File: config.mk
export PLATFORM = sky130hd
export DESIGN_NAME = pwm_duty_ramp
export DESIGN_NICKNAME = d
export VERILOG_FILES = /design/src/rtl/pwm_pkg.sv /design/src/rtl/pwm_duty_ramp_stepper.sv /design/src/rtl/pwm_duty_ramp.sv
export SDC_FILE = /design/constraint.sdc
export NUM_CORES = 1
export LEC_CHECK = 0
export CAP_MARGIN = 20
export CORE_MARGIN = 2
export CORE_UTILIZATION = 52
export DETAILED_ROUTE_END_ITERATION = 7
export HOLD_SLACK_MARGIN = 0.05
export MAX_ROUTING_LAYER = met4
export PLACE_DENSITY = 0.75
export SETUP_SLACK_MARGIN = 0.1
export SLEW_MARGIN = 10
export SYNTH_ARGS = -nofsm -noshare
export SYNTH_HDL_FRONTEND = slang
export SYNTH_SLANG_ARGS = --single-unit
File: constraint.sdc
create_clock -name clk -period 4 [get_ports clk]
set_input_delay 1 -clock clk [delete_from_list [all_inputs] [get_ports clk]]
set_output_delay 1 -clock clk [all_outputs]
set_load 0.02 [all_outputs]
File: src/rtl/pwm_pkg.sv
// Shared definitions for the PWM duty ramp block: default duty resolution and FSM states.
package pwm_pkg;

    localparam int unsigned R_DEFAULT = 8;

    typedef enum logic {
        IDLE,
        WAIT_DONE
    } pwm_state_t;

endpackage

File: src/rtl/pwm_duty_ramp_stepper.sv
// Combinational next-duty computation: moves cur toward tgt by at most step, never past it.
module duty_stepper
    import pwm_pkg::*;
#(
    parameter int unsigned R = R_DEFAULT
) (
    input  logic [R:0] i_cur,
    input  logic [R:0] i_tgt,
    input  logic [R:0] i_step,
    output logic [R:0] o_next
);

    logic [R+1:0] w_cur;
    logic [R+1:0] w_tgt;
    logic [R+1:0] w_step;
    logic [R+1:0] w_up;
    logic [R+1:0] w_dn;

    assign w_cur  = {1'b0, i_cur};
    assign w_tgt  = {1'b0, i_tgt};
    assign w_step = {1'b0, i_step};
    assign w_up   = w_cur + w_step;
    assign w_dn   = w_cur - w_step;

    // One extra bit of headroom lets the sum and difference be compared without wrapping.
    always_comb begin
        o_next = i_tgt;
        if (i_step != '0) begin
            if (i_tgt > i_cur) begin
                o_next = (w_up > w_tgt) ? i_tgt : w_up[R:0];
            end else begin
                o_next = ((w_step > w_cur) || (w_dn < w_tgt)) ? i_tgt : w_dn[R:0];
            end
        end
    end

endmodule

File: src/rtl/pwm_duty_ramp.sv
// Ramps the PWM duty toward a captured target, one handshaked step at a time.
// Optional feature: define PWM_DUTY_CLAMP_EN to limit captured targets to DUTY_MAX.
module pwm_duty_ramp
    import pwm_pkg::*;
#(
    parameter int unsigned R        = R_DEFAULT,
    parameter int unsigned DUTY_MAX = 2 ** R
) (
    input  logic       clk,
    input  logic       reset_n,
    input  logic       enable,
    input  logic [R:0] target,
    input  logic       target_valid,
    output logic       target_ack,
    input  logic [R:0] step_size,
    output logic [R:0] duty,
    output logic       ready,
    input  logic       done,
    output logic       busy,
    output logic       at_target
);

    localparam logic [R:0] FULL = {1'b1, {R{1'b0}}};
`ifdef PWM_DUTY_CLAMP_EN
    localparam bit CLAMP = 1'b1;
`else
    localparam bit CLAMP = 1'b0;
`endif
    localparam logic [R:0] CEIL = (CLAMP && (DUTY_MAX < 2 ** R)) ? DUTY_MAX[R:0] : FULL;

    pwm_state_t r_state;
    pwm_state_t w_state_nxt;
    logic [R:0] r_tgt;
    logic [R:0] r_cur;
    logic [R:0] r_duty;
    logic       r_ack;
    logic       r_at;
    logic [R:0] w_tgt_sat;
    logic [R:0] w_step;
    logic [R:0] w_tgt_nxt;
    logic [R:0] w_cur_nxt;
    logic       w_launch;
    logic       w_apply;

    assign w_tgt_sat = (target > CEIL) ? CEIL : target;

    duty_stepper #(
        .R(R)
    ) u_stepper (
        .i_cur (r_cur),
        .i_tgt (r_tgt),
        .i_step(step_size),
        .o_next(w_step)
    );

    always_ff @(posedge clk or negedge reset_n) begin
        if (!reset_n) begin
            r_state <= IDLE;
        end else begin
            r_state <= w_state_nxt;
        end
    end

    always_comb begin
        w_state_nxt = r_state;
        w_launch    = 1'b0;
        w_apply     = 1'b0;
        case (r_state)
            IDLE: begin
                if (enable && (r_cur != r_tgt)) begin
                    w_launch    = 1'b1;
                    w_state_nxt = WAIT_DONE;
                end
            end
            WAIT_DONE: begin
                if (done) begin
                    w_apply     = 1'b1;
                    w_state_nxt = IDLE;
                end
            end
            default: w_state_nxt = IDLE;
        endcase
    end

    assign w_tgt_nxt = target_valid ? w_tgt_sat : r_tgt;
    assign w_cur_nxt = w_apply ? r_duty : r_cur;

    // at_target is registered from the post-edge values so it always matches cur_reg == tgt_reg.
    always_ff @(posedge clk or negedge reset_n) begin
        if (!reset_n) begin
            r_tgt  <= '0;
            r_cur  <= '0;
            r_duty <= '0;
            r_ack  <= 1'b0;
            r_at   <= 1'b1;
        end else begin
            r_tgt <= w_tgt_nxt;
            r_cur <= w_cur_nxt;
            r_ack <= target_valid;
            r_at  <= (w_cur_nxt == w_tgt_nxt);
            if (w_launch) begin
                r_duty <= w_step;
            end
        end
    end

    assign duty       = r_duty;
    assign ready      = (r_state == WAIT_DONE);
    assign busy       = (r_state == WAIT_DONE);
    assign target_ack = r_ack;
    assign at_target  = r_at;

endmodule

==> reports/metrics.csv, run 1 <==
stage,metric,value,unit
run,maxCapViolCount,0,
sta,rsz0062_at_grt,yes,
die,io_pins,36,
run_status,failed_checks,negative setup slack,
detailed_routing,routed_wirelength,9580,um
sta,setup_viol,5,
worst_setup_path,critical_path.endpoint_type,flop,
worst_setup_path,required,4.17,ns
final_layout,area_growth,48.8,%
clock_network,clock_path_buffers,2,
detailed_routing,wire_per_inst,18.8,um
power_and_ir_drop,p_per_area,814,nW/um^2
detailed_routing,antenna_left,0,
synthesis,ys_warn_count,0,
clock_network,cts_tree,built,
worst_setup_path,worst-endpoint-arrival,4.25,ns
power_and_ir_drop,power_leakage,2.01,nW
worst_setup_path,crit_end,duty[6]$_DFFE_PN0P_,
synthesis,async_flop_share,100,%
synthesis,syn_area_per_cell,8.82,um^2
final_layout,drive_gt1_share,35.7,%
power_and_ir_drop,p_total,0.00349,W
worst_setup_path,startpoint_type,input pin,
sta,finalCritPeriodShare,102,%
die,core_area,5440,um^2
detailed_routing,dr.pass1.iters,5,
grt,antenna_found_initial,0,
sta,hold_ws,0.549,ns
synthesis,synth-seq-cells,30,
sta,max_freq,0.245,GHz
clock_network,ctsRootBufferMaster,clkbuf_8,
grt,grt_usage,32.2,%
grt,grt_pass1_vias,2965,
detailed_routing,drc_errors,0,
grt,grt_pass1_wl,14800,um
final_layout,fin_area,4290,um^2
clock_network,clkSlewWorstSetupHoldPaths,0.07,ns
sta,max_slew_margin,48.6,%
die,fp.dieArea,6160,um^2
sta,clock_skew,0.00964,ns
worst_setup_path,crit_family,compound AO/OA/AOI/OAI gates,
synthesis,synthCells,327,
final_layout,n_fill_cell,351,
synthesis,synth_cell_types,53,
synthesis,synthFlopType,dfrtp_1,
sta,hold_violations,0,
worst_setup_path,critPathKind,input pin to flop,
run_status,status,finished with violations,
die,die_y,78.5,um
detailed_routing,via_per_inst,5.91,
worst_setup_path,worstReg2RegEnd,duty[6]$_DFFE_PN0P_,
synthesis,yosysSeqAreaShare,26.1,%
worst_setup_path,path_max_fanout,4,
worst_setup_path,crit_slowest_cell,fa_2,
die,rows,27,
clock_network,cts.sinks,30,
sta,worst_pin_slew,0.768,ns
synthesis,synth_edf_count,0,
final_layout,n_antenna_cell,0,
sta,final.setup.worst_slack,-0.0822,ns
clock_network,htreeDepth,2,
worst_setup_path,startpoint,step_size[0],
placement,detailed_place.area,3780,um^2
final_layout,fin_nets,506,
worst_setup_path,ff2ff_setup_slack,0.12,ns
hold_path,hold_start,r_tgt[1]$_DFF_PN0_,
die,die_w,78.5,um
synthesis,synth_fp_nets,397,
worst_setup_path,crit_cells,18,
worst_setup_path,crit_buf_inv,3,
clock_network,clock_latency,0.28,ns
worst_setup_path,slowest_delay,0.38,ns
synthesis,syn_area,2880,um^2
hold_path,hold_path_class,flop to flop,
clock_network,ctsHoldBuffers,0,
sta,fin_crit,4.08,ns
worst_setup_path,crit_top_cell,buf_6,
power_and_ir_drop,ir_drop,0.000509,V
placement,gp_congestion,0.968,
detailed_routing,num_vias,3010,
worst_setup_path,r2r_cells,17,
clock_network,cts_made_buffers,5,
worst_setup_path,r2r_start,r_cur[0]$_DFF_PN0_,
placement,dp_hpwl,6870,um
worst_setup_path,worstPathCellList,buf_6 > buf_6 > ha_4 > inv_2 > fa_2 > a211o_1 > nand2_2 > nand2b_4 > a21oi_2 > xnor2_2 > ha_2 > a2111oi_4 > o21ai_1 > a41oi_2 > o22ai_2 > and2_4 > a32o_1 > a221o_1,
placement,io_buffers,35,
grt,grt_overflow_total,0,
sta,slew_violations,0,
die,start_util,53.0,%
detailed_routing,drt_iter0_drc,281,
grt,grt_max_degree,31,
[worst min path at each step]
stage | slack (ns) | cells past startpoint | endpoint
final | 0.55 | 1 | duty[1]$_DFFE_PN0P_
after global routing | 0.59 | 1 | duty[3]$_DFFE_PN0P_
after CTS | 0.56 | 1 | duty[1]$_DFFE_PN0P_
after detailed placement | 0.53 | 1 | duty[4]$_DFFE_PN0P_
after global placement | 0.53 | 1 | duty[4]$_DFFE_PN0P_
after floorplan | 0.51 | 1 | duty[5]$_DFFE_PN0P_
[stage by stage]
| stage | util [%] | worst slack (ns) | cells | TNS, ns |
|---|---|---|---|---|
| final | 78.9 | -0.0822 | 509 | -0.181 |
| after CTS | 75.6 | -0.0174 | 503 | -0.0361 |
| after global routing | 78.9 | -0.168 | 509 | -1.06 |
| after floorplan | - | 0.0872 | 327 | 0 |
| after detailed placement | 69.5 | -1.11 | 488 | -9.43 |
| after global placement | 69.5 | -1.03 | 488 | -8.61 |
[cells in the mapped netlist (3+ instances only)]
master / count / area share [%]
a21o_1: 6 / 1.6
a21oi_1: 20 / 3.5
a221o_1: 7 / 2.4
a32o_1: 3 / 1.0
clkbuf_1: 6 / 0.78
dfrtp_1: 29 / 25
ha_1: 45 / 20
inv_1: 44 / 5.7
mux2_2: 9 / 3.5
nand2_1: 11 / 1.4
nand2b_1: 4 / 0.87
nand3_1: 6 / 1.0
nand3b_1: 10 / 2.6
nand4_1: 7 / 1.5
nor2_1: 18 / 2.3
nor2b_1: 3 / 0.65
nor3_1: 5 / 0.87
nor4_1: 4 / 0.87
o211ai_1: 3 / 0.78
o21ai_0: 23 / 4.0
xnor2_1: 11 / 3.3
xor2_1: 11 / 3.3
[registers in the layout, indices dropped and copies added (netlist names)]
name / flops
at_target: 1
r_tgt: 9
target_ack: 1
r_cur: 9
duty: 9
busy: 1
[what timing repair did]
| item | 4_1_cts | 5_1_grt |
|---|---|---|
| setup buffers | 7 | 6 |
| hold endpoints to repair | 0 | 0 |
| pin swaps | 26 | 25 |
| endpoints found under the setup margin | 9 | 9 |
| resized for setup | 57 | 36 |
[power by group]
part / total, W / internal, W / switching [W]
registers: 0.000536 / 0.000393 / 0.000142
logic: 0.00271 / 0.00140 / 0.00130
clock network: 0.000250 / 0.000139 / 0.000111
total: 0.00349 / 0.00193 / 0.00156
[logic make-up (layout without fill, tap and decap cells)]
logic type	count (synthesis)	count (layout)	synth area share [%]
AOI/OAI and AO/OA	86	86	20.3
buffers and inverters	54	164	7.51
and+or+nand+nor	79	79	15.0
adders and majority gates	47	47	20.9
DFF	30	30	26.1
xor gates and xnor gates	22	22	6.68
muxes	9	9	3.52
[layer usage]
layer	wire, um	track usage [%]	part of all wire (%)
met1	4070	43.1	42
met2	4580	50.8	48
met3	686	4.94	7.2
met4	248	9.82	2.6
met5	0	-	0
[final cells by class]
type | count | area [um^2] | area share [%]
Clock buffer | 7 | 86.3 | 2.01
Clock inverter | 1 | 5.00 | 0.117
Inverter | 44 | 170 | 3.97
Multi-Input combinational cell | 243 | 2240 | 52.3
Sequential cell | 30 | 752 | 17.5
Tap cell | 72 | 90.1 | 2.10
Timing Repair Buffer | 112 | 942 | 22.0
[cell usage in the layout, fill, tap and decap left out, types with 3 or more instances in the layout]
master	synthesis	routed
clkbuf_8	0	6
a21oi_1	20	17
o21ai_0	23	17
buf_4	1	72
ha_2	0	6
ha_4	0	10
ha_1	45	29
dlygate4sd2_1	0	3
a21o_1	6	6
nor4_1	4	3
nand4_1	7	7
nand2_1	11	8
o211ai_1	3	3
o21ai_1	0	4
nor3_1	5	3
inv_1	44	38
xnor2_1	11	9
a221o_1	7	7
buf_6	1	6
clkdlybuf4s50_1	0	27
mux2_2	9	9
a21oi_2	1	3
inv_2	0	5
nand3b_1	10	10
xor2_1	11	11
nand3_1	6	5
nor2_1	18	16
dfrtp_1	29	29
nand2b_1	4	3
[worst reg2reg max path, cell delays in order (launching register included)]
cell and delay (ns):
dfrtp_1 0.46, inv_1 0.19, ha_4 0.16, inv_2 0.04, fa_2 0.38, a211o_1 0.30, nand2_2 0.12, nand2b_4 0.07
a21oi_2 0.24, xnor2_2 0.11, ha_2 0.20, a2111oi_4 0.33, o21ai_1 0.14, a41oi_2 0.20, o22ai_2 0.12, and2_4 0.20
a32o_1 0.26, a221o_1 0.26
Power figures use the tool's default switching activity.
==> run 2: changes to the inputs <==
--- a/config.mk
+++ b/config.mk
@@ -5,14 +5,16 @@
 export SDC_FILE = /design/constraint.sdc
 export NUM_CORES = 1
 export LEC_CHECK = 0
+export ABC_AREA = 1
 export CAP_MARGIN = 20
 export CORE_MARGIN = 2
 export CORE_UTILIZATION = 52
 export DETAILED_ROUTE_END_ITERATION = 7
 export HOLD_SLACK_MARGIN = 0.05
 export MAX_ROUTING_LAYER = met4
-export PLACE_DENSITY = 0.75
+export PLACE_DENSITY = 0.74
 export SETUP_SLACK_MARGIN = 0.1
+export SKIP_LAST_GASP = 1
 export SLEW_MARGIN = 10
 export SYNTH_ARGS = -nofsm -noshare
 export SYNTH_HDL_FRONTEND = slang
==> reports/metrics.csv, run 2 <==
stage,metric,value,unit
sta,worst_pin_slew,0.766,ns
die,die_w,83.4,um
sta,fin_setup_tns,0,ns
detailed_routing,routed_wirelength,10900,um
worst_setup_path,critPathKind,input pin to flop,
synthesis,syn_area,3280,um^2
worst_setup_path,required,4.17,ns
sta,max_slew_margin,48.8,%
power_and_ir_drop,ir_drop,0.000578,V
sta,hold_ws,0.518,ns
synthesis,synth_edf_count,0,
synthesis,synth_top_family_by_area,simple AND/OR/NAND/NOR gates,
worst_setup_path,crit_family,simple AND/OR/NAND/NOR gates,
worst_setup_path,crit_buf_inv,6,
worst_setup_path,crit_top_cell,nand2_1,
detailed_routing,via_per_inst,5.67,
die,core_area,5990,um^2
clock_network,ctsHoldBuffers,0,
synthesis,synth_fa_ha_area_share,18.4,%
synthesis,synthFlopType,dfrtp_1,
worst_setup_path,slowest_delay,0.51,ns
power_and_ir_drop,p_per_area,851,nW/um^2
sta,setup_viol,0,
hold_path,hold_path_class,flop to flop,
synthesis,synth_fp_nets,547,
run_status,status,finished clean,
die,start_util,54.7,%
final_layout,final_cell_mix,"nand2_1 (106), inv_1 (74), buf_4 (57)",
worst_setup_path,startpoint_type,input pin,
placement,dp_hpwl,8020,um
clock_network,clock_latency,0.29,ns
grt,grt_usage,31.4,%
synthesis,synth-seq-cells,30,
detailed_routing,antenna_left,0,
synthesis,synth_xor_area_share,4.28,%
final_layout,n_fill_cell,447,
sta,finalCritPeriodShare,94.4,%
clock_network,clkSlewWorstSetupHoldPaths,0.07,ns
synthesis,ys_warn_count,0,
worst_setup_path,worstPathCellList,clkdlybuf4s50_1 > inv_2 > ha_4 > buf_4 > nand2_1 > inv_2 > nand4_1 > nand3_2 > xor2_2 > inv_1 > ha_1 > nand2_1 > inv_1 > nand2_2 > nand2_2 > nand2_4 > nand3b_4 > nand2_4 > nand2_1 > nand3_2 > nand3_2 > nand2_2 > nand2_1,
final_layout,final_cell_count_no_fill,649,
sta,hold_violations,0,
worst_setup_path,ff2ff_setup_slack,0.58,ns
placement,detailed_place.area,4010,um^2
final_layout,drive_gt1_share,23.2,%
sta,final.setup.worst_slack,0.225,ns
synthesis,synth_cell_types,36,
synthesis,synth_simple_gate_area_share,31.6,%
detailed_routing,drt_iter0_drc,312,
placement,preCtsSetupSlack,-0.391,ns
detailed_routing,drc_errors,0,
clock_network,cts.sinks,30,
synthesis,yosys-mux-area-fraction,0,%
detailed_routing,dr.pass1.iters,5,
synthesis,async_flop_share,100,%
final_layout,n_antenna_cell,0,
final_layout,mostFrequentLayoutCell,nand2_1,
synthesis,synth_common_cells,"nand2_1 (116), inv_1 (79), nand3_1 (62), ha_1 (45), a21oi_1 (33)",
placement,io_buffers,35,
detailed_routing,wire_per_inst,16.8,um
placement,gp_congestion,0.978,
die,io_pins,36,
grt,grt_overflow_total,0,
synthesis,synth_area_leaders,"dfrtp_1 (22%), ha_1 (17%), nand2_1 (13%)",
worst_setup_path,worst-endpoint-arrival,3.95,ns
grt,grt_pass1_vias,3543,
power_and_ir_drop,power_leakage,2.43,nW
detailed_routing,num_vias,3681,
grt,antenna_found_initial,0,
synthesis,yosysMostFrequentCell,nand2_1,
clock_network,htreeDepth,2,
synthesis,synthCells,477,
synthesis,synth_top_area_share,22.1,%
placement,dp_cells,622,
clock_network,cts_made_buffers,5,
final_layout,fin_nets,643,
clock_network,ctsRootBufferMaster,clkbuf_8,
die,rows,28,
synthesis,synth_compound_area_share,11.2,%
run,maxCapViolCount,0,
worst_setup_path,crit_slowest_cell,clkdlybuf4s50_1,
clock_network,cts_tree,built,
final_layout,fin_area,4530,um^2
sta,slew_violations,0,
synthesis,syn_area_per_cell,6.87,um^2
sta,fin_crit,3.77,ns
worst_setup_path,critical_path.endpoint_type,flop,
grt,grt_max_degree,31,
synthesis,synth_top_area_cell,dfrtp_1,
clock_network,clock_path_buffers,2,
grt,grt_pass1_wl,17100,um
sta,max_freq,0.265,GHz
final_layout,area_growth,38.3,%
sta,rsz0062_at_grt,no,
die,fp.dieArea,6950,um^2
die,die_y,83.4,um
synthesis,yosysSeqAreaShare,22.9,%
sta,clock_skew,0.00753,ns
worst_setup_path,path_max_fanout,6,
run 2: path summary, 6_finish.rpt:
check / from / to / cells after the start
worst min-delay path: duty[7]$_DFFE_PN0P_ / duty[7]$_DFFE_PN0P_ / 2
worst max register to register: r_cur[0]$_DFF_PN0_ / duty[5]$_DFFE_PN0P_ / 22
worst max-delay path: step_size[5] / duty[5]$_DFFE_PN0P_ / 23
max in group asynchronous: reset_n / at_target$_DFF_PN1_ / 2
worst min register to register: duty[7]$_DFFE_PN0P_ / duty[7]$_DFFE_PN0P_ / 2
min in group asynchronous: reset_n / duty[8]$_DFFE_PN0P_ / 2
run 2: worst register-to-register path, cell delays in order (launching register included):
cell and delay, ns:
dfrtp_1 0.44, inv_1 0.16, ha_1 0.18, inv_1 0.07
fa_2 0.43, a31o_4 0.25, xor2_2 0.17, inv_1 0.07
ha_1 0.28, nand2_1 0.07, nor2_1 0.04, nand2_1 0.09
nand3_2 0.09, nand2_2 0.09, nand2_2 0.07, nand2_4 0.09
nand3b_4 0.16, nand2_4 0.15, nand2_1 0.07, nand3_2 0.08
nand3_2 0.09, nand2_2 0.10, nand2_1 0.06
run 2: power breakdown:
| part | leakage, nW | internal, W | switching (W) | total (W) |
|---|---|---|---|---|
| logic | 2.01 | 0.00140 | 0.00169 | 0.00308 |
| clock network | 0.0482 | 0.000139 | 0.000123 | 0.000261 |
| registers | 0.366 | 0.000391 | 0.000122 | 0.000513 |
| total | 2.43 | 0.00193 | 0.00193 | 0.00386 |
run 2: repair_timing:
action	CTS	global route
resized for setup	12	53
pin swaps	5	21
endpoints found under the setup margin	9	9
setup buffers	10	6
hold endpoints to repair	0	0
gates cloned	2	1
run 2: metrics by stage:
step / util [%] / power, W
6_report: 75.7 / 0.00386
5_1_grt: 75.7 / 0.00416
4_1_cts: 71.0 / 0.00338
3_5_place_dp: 66.9 / 0.00288
3_3_place_gp: 66.9 / 0.00283
2_1_floorplan: - / 0.00200
run 2: logic make-up (layout without fill, tap and decap cells):
| logic type | Yosys count | after routing |
|---|---|---|
| and+or+nand+nor | 227 | 230 |
| AOI/OAI and AO/OA | 63 | 63 |
| DFF | 30 | 30 |
| adders and majority gates | 47 | 47 |
| xor gates and xnor gates | 16 | 16 |
| buffers and inverters | 94 | 188 |
run 2: per-layer routing:
layer / vias up / global-route usage, % / share of wire [%]
met4: 0 / 10.9 / 3.2
met1: 1727 / 39.8 / 42
met5: - / - / 0
met3: 34 / 4.17 / 6.7
li1: 1748 / - / -
met2: 172 / 51.8 / 49
run 2: layout make-up:
type                            count  area [um^2]  area share [%]
Sequential cell                    30          752            16.6
Inverter                           84          318            7.01
Multi-Input combinational cell    356         2440            53.9
Clock buffer                        7         86.3            1.90
Timing Repair Buffer               96          837            18.5
Tap cell                           75         93.8            2.07
Clock inverter                      1         5.00           0.110
==> run 3: changes to the inputs <==
==> constraint.sdc (replaced) <==
create_clock -name clk -period 4.2 [get_ports clk]
set_input_delay 1.05 -clock clk [delete_from_list [all_inputs] [get_ports clk]]
set_output_delay 1.05 -clock clk [all_outputs]
set_load 0.02 [all_outputs]
==> reports/metrics.csv, run 3 (same netlist as run 2, synthesis figures left out) <==
stage,metric,value,unit
power_and_ir_drop,power_leakage,2.30,nW
detailed_routing,dr.pass1.iters,6,
detailed_routing,num_vias,3565,
placement,io_buffers,35,
sta,clock_skew,0.00491,ns
grt,grt_pass1_wl,16200,um
run_status,status,finished clean,
clock_network,clkSlewWorstSetupHoldPaths,0.06,ns
sta,slew_violations,0,
grt,grt_overflow_total,0,
final_layout,fin_area,4300,um^2
power_and_ir_drop,ir_drop,0.000506,V
detailed_routing,antenna_left,0,
die,start_util,54.7,%
worst_setup_path,worst-endpoint-arrival,4.13,ns
final_layout,final_cell_mix,"nand2_1 (110), inv_1 (75), nand3_1 (56)",
grt,grt_usage,29.7,%
final_layout,postLayoutCoreUtil,71.8,%
die,die_y,83.4,um
sta,setup_viol,0,
placement,dp_hpwl,8060,um
die,rows,28,
placement,dp_cells,613,
detailed_routing,drt_iter0_drc,251,
clock_network,clock_latency,0.28,ns
worst_setup_path,path_max_fanout,6,
sta,worst_pin_slew,0.693,ns
run,maxCapViolCount,0,
final_layout,fin_nets,624,
clock_network,htreeDepth,2,
worst_setup_path,required,4.37,ns
clock_network,cts_tree,built,
sta,max_freq,0.252,GHz
grt,grt_pass1_vias,3361,
sta,hold_violations,0,
clock_network,ctsRootBufferMaster,clkbuf_8,
sta,finalCritPeriodShare,94.3,%
placement,gp_congestion,0.982,
clock_network,clock_path_buffers,2,
grt,grt_max_degree,31,
die,fp.dieArea,6950,um^2
final_layout,area_growth,31.3,%
worst_setup_path,critical_path.endpoint_type,flop,
detailed_routing,routed_wirelength,10300,um
worst_setup_path,critPathKind,input pin to flop,
die,die_w,83.4,um
final_layout,n_antenna_cell,0,
detailed_routing,drc_errors,0,
final_layout,final_cell_count_no_fill,628,
grt,antenna_found_initial,0,
clock_network,cts_made_buffers,5,
clock_network,cts.sinks,30,
sta,fin_crit,3.96,ns
final_layout,mostFrequentLayoutCell,nand2_1,
detailed_routing,via_per_inst,5.68,
worst_setup_path,startpoint_type,input pin,
die,io_pins,36,
placement,detailed_place.area,3930,um^2
final_layout,drive_gt1_share,17.9,%
die,core_area,5990,um^2
detailed_routing,wire_per_inst,16.4,um
hold_path,hold_path_class,flop to flop,
sta,max_slew_margin,53.7,%
clock_network,ctsHoldBuffers,0,
power_and_ir_drop,p_per_area,764,nW/um^2
sta,rsz0062_at_grt,no,
[run 3: timing repair]
action	CTS	global route
gates resized for setup	1	42
hold endpoints to repair	0	0
setup buffers	0	6
pin swaps	0	18
gates cloned	0	3
setup endpoints to repair	5	9
[run 3: path summary, 6_finish.rpt]
kind,from,to,slack (ns),cells past startpoint
worst max-delay path,step_size[2],duty[4]$_DFFE_PN0P_,0.24,25
worst min-delay path,duty[7]$_DFFE_PN0P_,duty[7]$_DFFE_PN0P_,0.53,2
worst max register to register,r_cur[0]$_DFF_PN0_,duty[5]$_DFFE_PN0P_,0.91,22
worst min register to register,duty[7]$_DFFE_PN0P_,duty[7]$_DFFE_PN0P_,0.53,2
max in group asynchronous,reset_n,at_target$_DFF_PN1_,2.72,2
min in group asynchronous,reset_n,duty[1]$_DFFE_PN0P_,1.16,2
[run 3: final cells by class]
type                    count  area (um^2)
fillers                   506         1690
repair buffers             77          703
clock buffers               6         82.6
well taps                  75         93.8
flip-flops and latches     30          752
multi-input cells         356         2350
inverters                  84          318
[run 3: stage by stage]
stage,TNS [ns],hold WS [ns],setup WS (ns),power [W]
after global routing,0,0.548,0.0473,0.00357
after detailed placement,-1.70,0.513,-0.223,0.00265
after CTS,0,0.532,0.130,0.00290
after global placement,-1.16,0.500,-0.184,0.00259
final,0,0.532,0.239,0.00329
after floorplan,0,0.567,0.658,0.00190
[run 3: power by group]
group          internal, W  total [W]  switching, W
registers         0.000372   0.000486      0.000114
clock network     0.000126   0.000234      0.000108
logic              0.00111    0.00257       0.00146
[run 3: critical path, cell delays in order]
cell and delay (ns):
clkdlybuf4s50_1 0.48, inv_1 0.07, ha_4 0.29, buf_4 0.15, nand2_1 0.06, nand2_1 0.09
nand3_1 0.12, nand3_2 0.12, xor2_1 0.20, inv_1 0.10, ha_4 0.28, nand2_1 0.04
nor2_1 0.09, nand2_1 0.06, nand3_1 0.06, nand2_1 0.05, nand2_1 0.06, nand2_2 0.08
nand3b_4 0.17, buf_6 0.12, nand3_1 0.06, nand3_1 0.10, nand3_1 0.09, nand2_1 0.08
nand2_1 0.05
[run 3: routing by layer]
metal  GRT usage (%)  part of all wire, %  vias to the layer above
met2            50.1                   47                      129
met5               -                    0                        -
met4            8.20                  3.4                        0
met3            3.08                  4.6                       31
met1            38.0                   45                     1687
li1                -                    -                     1718
